## src/rtl/spi_master.sv

```systemverilog
// spi_master -- SPI mode-0 master datapath with one transmit register per slave.
//
// The serial bit clock s_clk is oversampled by clk; it is never used as a clock.
// Each frame shifts DATA_W bits MSB-first out of tx_reg[selected slave] on mosi.
// The bits received on miso are written back into that same tx_reg when the
// frame completes, so the next frame to that slave echoes what it sent.
//
// Ports:
//   clk         system clock; all state changes on its rising edge
//   reset_n     synchronous active-low reset
//   s_clk       serial bit clock (asynchronous, treated as data)
//   miso        serial data from the selected slave
//   m_chip_sel  one-hot slave select, bit i selects slave i
//   mosi        registered serial data to the selected slave
module spi_master #(
    parameter int unsigned       DATA_W     = 8,
    parameter int unsigned       NUM_SLAVES = 4,
    parameter logic [DATA_W-1:0] TX_INIT    = 8'hA5
) (
    input  logic                  clk,
    input  logic                  reset_n,
    input  logic                  s_clk,
    input  logic                  miso,
    input  logic [NUM_SLAVES-1:0] m_chip_sel,
    output logic                  mosi
);

    localparam int unsigned SEL_W = (NUM_SLAVES > 1) ? $clog2(NUM_SLAVES) : 1;
    localparam int unsigned CSC_W = $clog2(NUM_SLAVES + 1);
    localparam int unsigned CNT_W = $clog2(DATA_W + 1);

    typedef enum logic [1:0] {IDLE, LOAD, SHIFT, DONE} state_t;

    state_t             state;
    state_t             state_nxt;

    logic               s_meta;
    logic               s_sync;
    logic               s_hist;
    logic               rise;
    logic               fall;

    logic [CSC_W-1:0]   cs_count;
    logic               cs_valid;
    logic [SEL_W-1:0]   sel_idx;
    logic [SEL_W-1:0]   cur_sel;
    logic               abort;

    logic [CNT_W-1:0]   bit_cnt;
    logic [DATA_W-1:0]  tx_shift;
    logic [DATA_W-1:0]  rx_shift;
    logic [DATA_W-1:0]  tx_reg [NUM_SLAVES];

    // Two-flop synchronizer plus history flop for edge detection.
    always_ff @(posedge clk) begin
        if (!reset_n) begin
            s_meta <= 1'b0;
            s_sync <= 1'b0;
            s_hist <= 1'b0;
        end else begin
            s_meta <= s_clk;
            s_sync <= s_meta;
            s_hist <= s_sync;
        end
    end

    always_comb begin
        rise = s_sync & ~s_hist;
        fall = ~s_sync & s_hist;
    end

    // Chip select is valid only when exactly one bit is set.
    always_comb begin
        cs_count = '0;
        sel_idx  = '0;
        for (int unsigned i = 0; i < NUM_SLAVES; i++) begin
            if (m_chip_sel[i]) begin
                cs_count = cs_count + 1'b1;
                sel_idx  = SEL_W'(i);
            end
        end
        cs_valid = (cs_count == CSC_W'(1));
        abort    = !cs_valid || (sel_idx != cur_sel);
    end

    always_ff @(posedge clk) begin
        if (!reset_n) begin
            state <= IDLE;
        end else begin
            state <= state_nxt;
        end
    end

    always_comb begin
        state_nxt = state;
        case (state)
            IDLE:    if (cs_valid) state_nxt = LOAD;
            LOAD:    state_nxt = abort ? IDLE : SHIFT;
            SHIFT: begin
                if (abort) begin
                    state_nxt = IDLE;
                end else if (rise && (bit_cnt == CNT_W'(DATA_W - 1))) begin
                    state_nxt = DONE;
                end
            end
            DONE:    state_nxt = IDLE;
            default: state_nxt = IDLE;
        endcase
    end

    always_ff @(posedge clk) begin
        if (!reset_n) begin
            mosi     <= 1'b0;
            bit_cnt  <= '0;
            tx_shift <= '0;
            rx_shift <= '0;
            cur_sel  <= '0;
            for (int unsigned i = 0; i < NUM_SLAVES; i++) begin
                tx_reg[i] <= TX_INIT;
            end
        end else begin
            case (state)
                IDLE: begin
                    mosi <= 1'b0;
                    if (cs_valid) cur_sel <= sel_idx;
                end
                LOAD: begin
                    if (abort) begin
                        mosi <= 1'b0;
                    end else begin
                        tx_shift <= tx_reg[cur_sel];
                        mosi     <= tx_reg[cur_sel][DATA_W-1];
                        bit_cnt  <= '0;
                        rx_shift <= '0;
                    end
                end
                SHIFT: begin
                    if (abort) begin
                        mosi <= 1'b0;
                    end else if (rise) begin
                        rx_shift <= {rx_shift[DATA_W-2:0], miso};
                        bit_cnt  <= bit_cnt + 1'b1;
                    end else if (fall && (bit_cnt != '0) && (bit_cnt < CNT_W'(DATA_W))) begin
                        // A fall before the first rise leaves the MSB on mosi.
                        tx_shift <= tx_shift << 1;
                        mosi     <= tx_shift[DATA_W-2];
                    end
                end
                DONE: begin
                    tx_reg[cur_sel] <= rx_shift;
                    mosi            <= 1'b0;
                end
                default: mosi <= 1'b0;
            endcase
        end
    end

endmodule

```

## config.mk

```make
export PLATFORM = sky130hd
export DESIGN_NAME = spi_master
export DESIGN_NICKNAME = d
export VERILOG_FILES = /design/src/rtl/spi_master.sv
export SDC_FILE = /design/constraint.sdc
export NUM_CORES = 1
export LEC_CHECK = 0
export CAP_MARGIN = 10
export CELL_PAD_IN_SITES_DETAIL_PLACEMENT = 0
export CELL_PAD_IN_SITES_GLOBAL_PLACEMENT = 1
export CORE_MARGIN = 5
export CORE_UTILIZATION = 50
export CTS_CLUSTER_SIZE = 16
export DETAILED_ROUTE_END_ITERATION = 7
export PLACE_DENSITY = 0.77
export RECOVER_POWER = 25
export SYNTH_ARGS = -nofsm -noshare
export SYNTH_HDL_FRONTEND = slang
export SYNTH_SLANG_ARGS = --single-unit
```

## constraint.sdc

```tcl
create_clock -name clk -period 2.53 [get_ports clk]
set_input_delay 0.253 -clock clk [delete_from_list [all_inputs] [get_ports clk]]
set_output_delay 0.253 -clock clk [all_outputs]
set_load 0.02 [all_outputs]
```

Word level (Yosys, flattened, before mapping):

Memory sizes are Yosys's and may differ from the RTL's. A register that Yosys moved wholly into a read port is not among the register bits.
Index checks and enable logic that the tools add are counted.
W data, S select, Z words.

* bits in registers: 27
* bits in writable memories: 32
* bits of input ports: 8
* logic and storage cells: 88
* memories: 1

* add/subtract/negate cells: 4
* $lt $le $gt $ge: 1
* equal/unequal tests: 15
* muxes and demuxes: 39
* bitwise gates (word level): 4
* reduce and logical (&&, ||, !) cells: 15

Memory list
* tx_reg: words 4, bits a word 8, rd ports 1, clocked after memory_dff 1, wr ports 4, RTL line 52 `logic [DATA_W-1:0] tx_reg [NUM_SLAVES];`

Operators by type and width (number)
* $mux W8: 4
* $mux W7: 4
* $mux W2: 9
* $pmux W8 S2: 1
* $pmux W7 S2: 1
* $mux W4: 3
* $ne A2 B2 Y1 const B: 6
* $mux W1: 11
* $add A3 B1 Y3 const B: 3
* $mux W3: 3
* $ne A3 B3 Y1 const B: 3
* $pmux W2 S4: 1
* $pmux W4 S2: 1
* $reduce_or A8 Y1: 1
* $reduce_and A2 Y1: 3
* $reduce_and A5 Y1: 1
* $add A4 B1 Y4 const B: 1
* $eq A2 B2 Y1 const B: 2
* $eq A4 B3 Y1 const B: 1
* $lt A4 B4 Y1 const B: 1
* $reduce_and A4 Y1: 1
* $reduce_bool A4 Y1: 1
* $eq A3 B1 Y1 const B: 1
* $logic_and A1 B1 Y1: 3
* other kinds (10): 12

Depth between registers and ports, before layout:

* word-level depth: 12
* mapped depth: 11
* depth with buffers taken out: 9

Worst setup path before layout:

OpenSTA, ideal clock, no wires.

* kind: input -> register
* start: input port m_chip_sel[0]
* end: register bit_cnt[0]
* setup time: 0.121 ns
* data arrival time: 2.098 ns
* required time: 2.409 ns
* path slack: 0.311 ns
* cell stages on the path: 10
* cell sequence: inv_1 -> ha_1 -> xor2_1 -> ha_1 -> and3_1 -> o211ai_1 -> a221oi_2 -> and3_2 -> buf_2 -> mux2_2

* word-level cells in the longest chain between the ends: 12

Ends and longest elaborated chain
* start: declaration: RTL line 24 `input logic [NUM_SLAVES-1:0] m_chip_sel,`
* $mux W1 *: RTL line 77 `if (m_chip_sel[i]) begin`
* $add A3 B1 Y3: RTL line 78 `cs_count = cs_count + 1'b1;`
* $mux W3 *: RTL line 77
* $add A3 B1 Y3: RTL line 78
* $mux W3 *: RTL line 77
* $add A3 B1 Y3: RTL line 78
* $mux W3 *: RTL line 77
* $eq A3 B1 Y1 *: RTL line 82 `cs_valid = (cs_count == CSC_W'(1));`
* $logic_not A1 Y1 *: RTL line 83 `abort = !cs_valid || (sel_idx != cur_sel);`
* $logic_or A1 B1 Y1 *: RTL line 83
* $ne A2 B2 Y1 (no source line)
* $reduce_and A4 Y1 (no source line) *
* end signal: assignment: RTL line 142 `bit_cnt <= bit_cnt + 1'b1;`
* end: declaration: RTL line 49 `logic [CNT_W-1:0] bit_cnt;`

Every way passes the cells marked *; elsewhere a longest branch is shown, timed or not.
A chain may end at the register's enable or synchronous reset.

Worst setup path after layout:

* start: input port m_chip_sel[1]
* end: register bit_cnt[3]

* word-level cells in the longest chain between the ends: 10

Ends and longest elaborated chain (RTL line)
* $mux W3: 77
* $add A3 B1 Y3: 78
* $mux W3: 77
* $add A3 B1 Y3: 78
* $mux W3: 77
* $eq A3 B1 Y1: 82
* $logic_not A1 Y1: 83
* $logic_or A1 B1 Y1 *: 83
* $ne A2 B2 Y1 (no source line)
* $reduce_and A4 Y1 (no source line) *

Marks and branches as above.

==> summary.txt <==
Synth
  • Ranking of synthesized cells by area: edfxtp_1 34%, dfxtp_1 21%, mux4_2 6.4%
  • Count of cell types in the netlist: 47
  • Synth Area in Compound Gates: 11.8%
  • Commonest cells in the netlist: 32 x edfxtp_1, 29 x dfxtp_1, 23 x nand2b_1
  • Multiplexer area fraction after synthesis: 9.66%
  • Synth Area in Adders: 2.23%
  • XOR/XNOR Fraction of Synth Area: 0.312%
  • Post-Synth Simple-Gate Area: 16.6%
  • Top_reg_cell synth: edfxtp_1
  • Post-synth EDFFs: 32
  • Count leader, synth: edfxtp_1
  • Number of synthesized register bits: 61
  • Register area share after synthesis: 54.9%
  • Mapped cell area: 2810 sq um
  • Async S/R FF share, synth: 0%
  • Synthesized instance count: 225
  • Syn avg cell area: 12.5 sq um
  • Ys Warns: 0
  • Post-synth net total: 238
  • Yosys top cell by area: edfxtp_1
  • Largest family of logic cells by synthesized area: simple AND/OR/NAND/NOR gates
  • Post-synth top area share: 34.2%

Drt
  • DRT iter0 DRCs: 70
  • Final WL: 5570 um
  • DRT antenna net count: 0
  • DRC viols: 0
  • Vias per Instance: 5.60
  • Vias: 1831
  • WL/cell: 17.0 um
  • DR pass1 iterations: 4

Die
  • Die area: 7220 sq um
  • Die Width: 85.0 um
  • I/O Pins: 9
  • Core Box Area: 5470 sq um
  • Initial core utilization: 51.3%
  • Row count: 27
  • Die Y: 85.0 um

Timing
  • Min Tclk post-route: 2.44 ns
  • Clock skew: 0.00702 ns
  • Setup violations, final: 0
  • Setup TNS: 0 ns
  • Slew HR: 47.6%
  • Fmax: 410 MHz
  • Final worst path period share: 96.5%
  • Max-slew violation count: 0
  • Final-report hold violation count: 0
  • Tightest Pin Transition: 0.775 ns

Clock tree
  • Clk root buf: clkbuf_8
  • Longest Clk Path Bufs: 2
  • Hold buffers post-CTS: 0
  • Cts bufs inserted: 9
  • CTS tree: built
  • Worst-path clk slew: 0.07 ns
  • Clk Latency, worst-skew pair: 0.34 ns
  • CTS sink count: 61
  • Number of H-tree levels: 3

Setup path
  • CP delay by family, top: buffers and inverters
  • Bufs and invs on worst path: 5
  • CP peak stage delay: 0.48 ns
  • Crit Path Class: in -> reg
  • R2R cell count: 7
  • Most used cell, CP: buf_4
  • CP Capture Type: register
  • Crit start category: input pin
  • Slowest cell on crit path: clkdlybuf4s50_1
  • CP Max Fanout: 5
  • FF-to-FF setup slack: 0.59 ns
  • Crit path DAT: 2.70 ns
  • Stages on worst setup path: 13
  • Req. time, crit path: 2.79 ns
  • Crit-path cells: clkdlybuf4s50_1 -> inv_1 -> ha_4 -> xor2_2 -> ha_2 -> and3_1 -> o211ai_1 -> a221oi_4 -> buf_6 -> buf_4 -> buf_4 -> a21bo_2 -> a21oi_1

Pwr
  • Leak Pwr: 1.16 nW
  • Maximum vdd drop: 367 uV
  • PwrDens: 646 nW/um^2

Global routing
  • GRT Util Overall: 16.0%
  • Initial antenna violation count: 0
  • First-pass GRT wire length: 8700 um
  • Number of global-route vias before repair: 1797
  • Grt ovf: 0
  • Largest net degree at the start of global routing: 19

Min path
  • Worst Hold Class: reg -> reg
  • Hold path cells: 1

Layout
  • Area of the multi-input gates: 1210 sq um
  • FILL cells: 461
  • Share of cells above drive strength 1: 21.2%
  • Layout net count: 263
  • Register area: 1540 sq um
  • Area grow syn2layout: 16.6%
  • Largest register FFs: 32
  • Ant. Diodes: 0
  • Fin cells: 327

Placement
  • Cell total after placement: 305
  • GP Congestion: 0.816
  • # port buffers: 8
  • Final HPWL DP: 3750 um

Run
  • Max-cap viol count: 0

Run status
  • Status: completed
-- cell type report --
type | instances | area share (%)
timing repair buffer | 26 | 6.76
clock buffer | 9 | 3.78
clock inverter | 7 | 2.02
tap | 72 | 2.75
inverter | 6 | 0.688
sequential | 61 | 47.1
multi-input combinational | 146 | 36.9
-- cells by family (layout without fill, tap and decap cells) --
logic type / Yosys count / in the layout
xor gates and xnor gates: 1 / 1
AOI/OAI and AO/OA: 44 / 44
DFF: 61 / 61
muxes: 17 / 17
adders and majority gates: 5 / 5
and+or+nand+nor: 79 / 79
buffers and inverters: 18 / 48
-- worst register-to-register path, delay by kind of cell (launching register included) --
kind / cells / cell delay [ns]
AOI/OAI and AO/OA: 4 / 0.85
DFF: 1 / 0.38
and+or+nand+nor: 1 / 0.33
buffers and inverters: 2 / 0.29
-- stage by stage --
| step | util, % | total power [mW] | area, sq um | hold WS (ns) | worst slack (ns) |
|---|---|---|---|---|---|
| after floorplan | - | 1.23 | 2810 | 0.379 | 0.311 |
| after global placement | 54.2 | 1.27 | 2970 | 0.428 | -0.246 |
| after detailed placement | 54.2 | 1.27 | 2970 | 0.427 | -0.345 |
| after CTS | 57.8 | 2.11 | 3160 | 0.439 | 0.00925 |
| after global routing | 59.9 | 2.19 | 3280 | 0.454 | -0.0258 |
| final | 59.9 | 2.12 | 3280 | 0.432 | 0.0895 |
-- cell usage in the layout, fill, tap and decap left out, drive strengths merged, types with 2 or more instances in the layout --
cell type and count:
a21oi 13, a22o 9, a311oi 6, and2 20
and3 3, buf 16, clkbuf 11, clkdlybuf4s50 6
clkinv 4, clkinvlp 3, dfxtp 29, edfxtp 32
ha 5, inv 5, mux2i 8, mux4 8
nand2 10, nand2b 23, nand3 6, nand4 2
nor2 5, nor3b 4, o21ai 5, o31ai 2
-- metal layers --
| layer | wire [um] | track usage [%] | vias up |
|---|---|---|---|
| met5 | 0 | 0 | - |
| met4 | 107 | 9.64 | 0 |
| met3 | 187 | 3.59 | 8 |
| met2 | 2810 | 26.1 | 36 |
| met1 | 2470 | 19.2 | 901 |
| li1 | - | - | 886 |
-- worst paths after layout --
check	start	to
max	m_chip_sel[1]	bit_cnt[3]
min	s_meta	s_sync
max reg2reg	cur_sel[1]	tx_shift[5]
min reg2reg	s_meta	s_sync
-- what timing repair did --
item / CTS / global route
pin swaps: 0 / 5
endpoints found under the setup margin: 2 / 23
resized for setup: 1 / 18
gates cloned: 0 / 2
setup buffers: 0 / 5
-- power breakdown --
group	internal (mW)	switching, mW	leakage (nW)
registers	1.06	0.0328	0.510
clock network	0.447	0.394	0.0887
logic	0.0904	0.0926	0.560
Note: power is estimated with default switching activity, not from simulation.
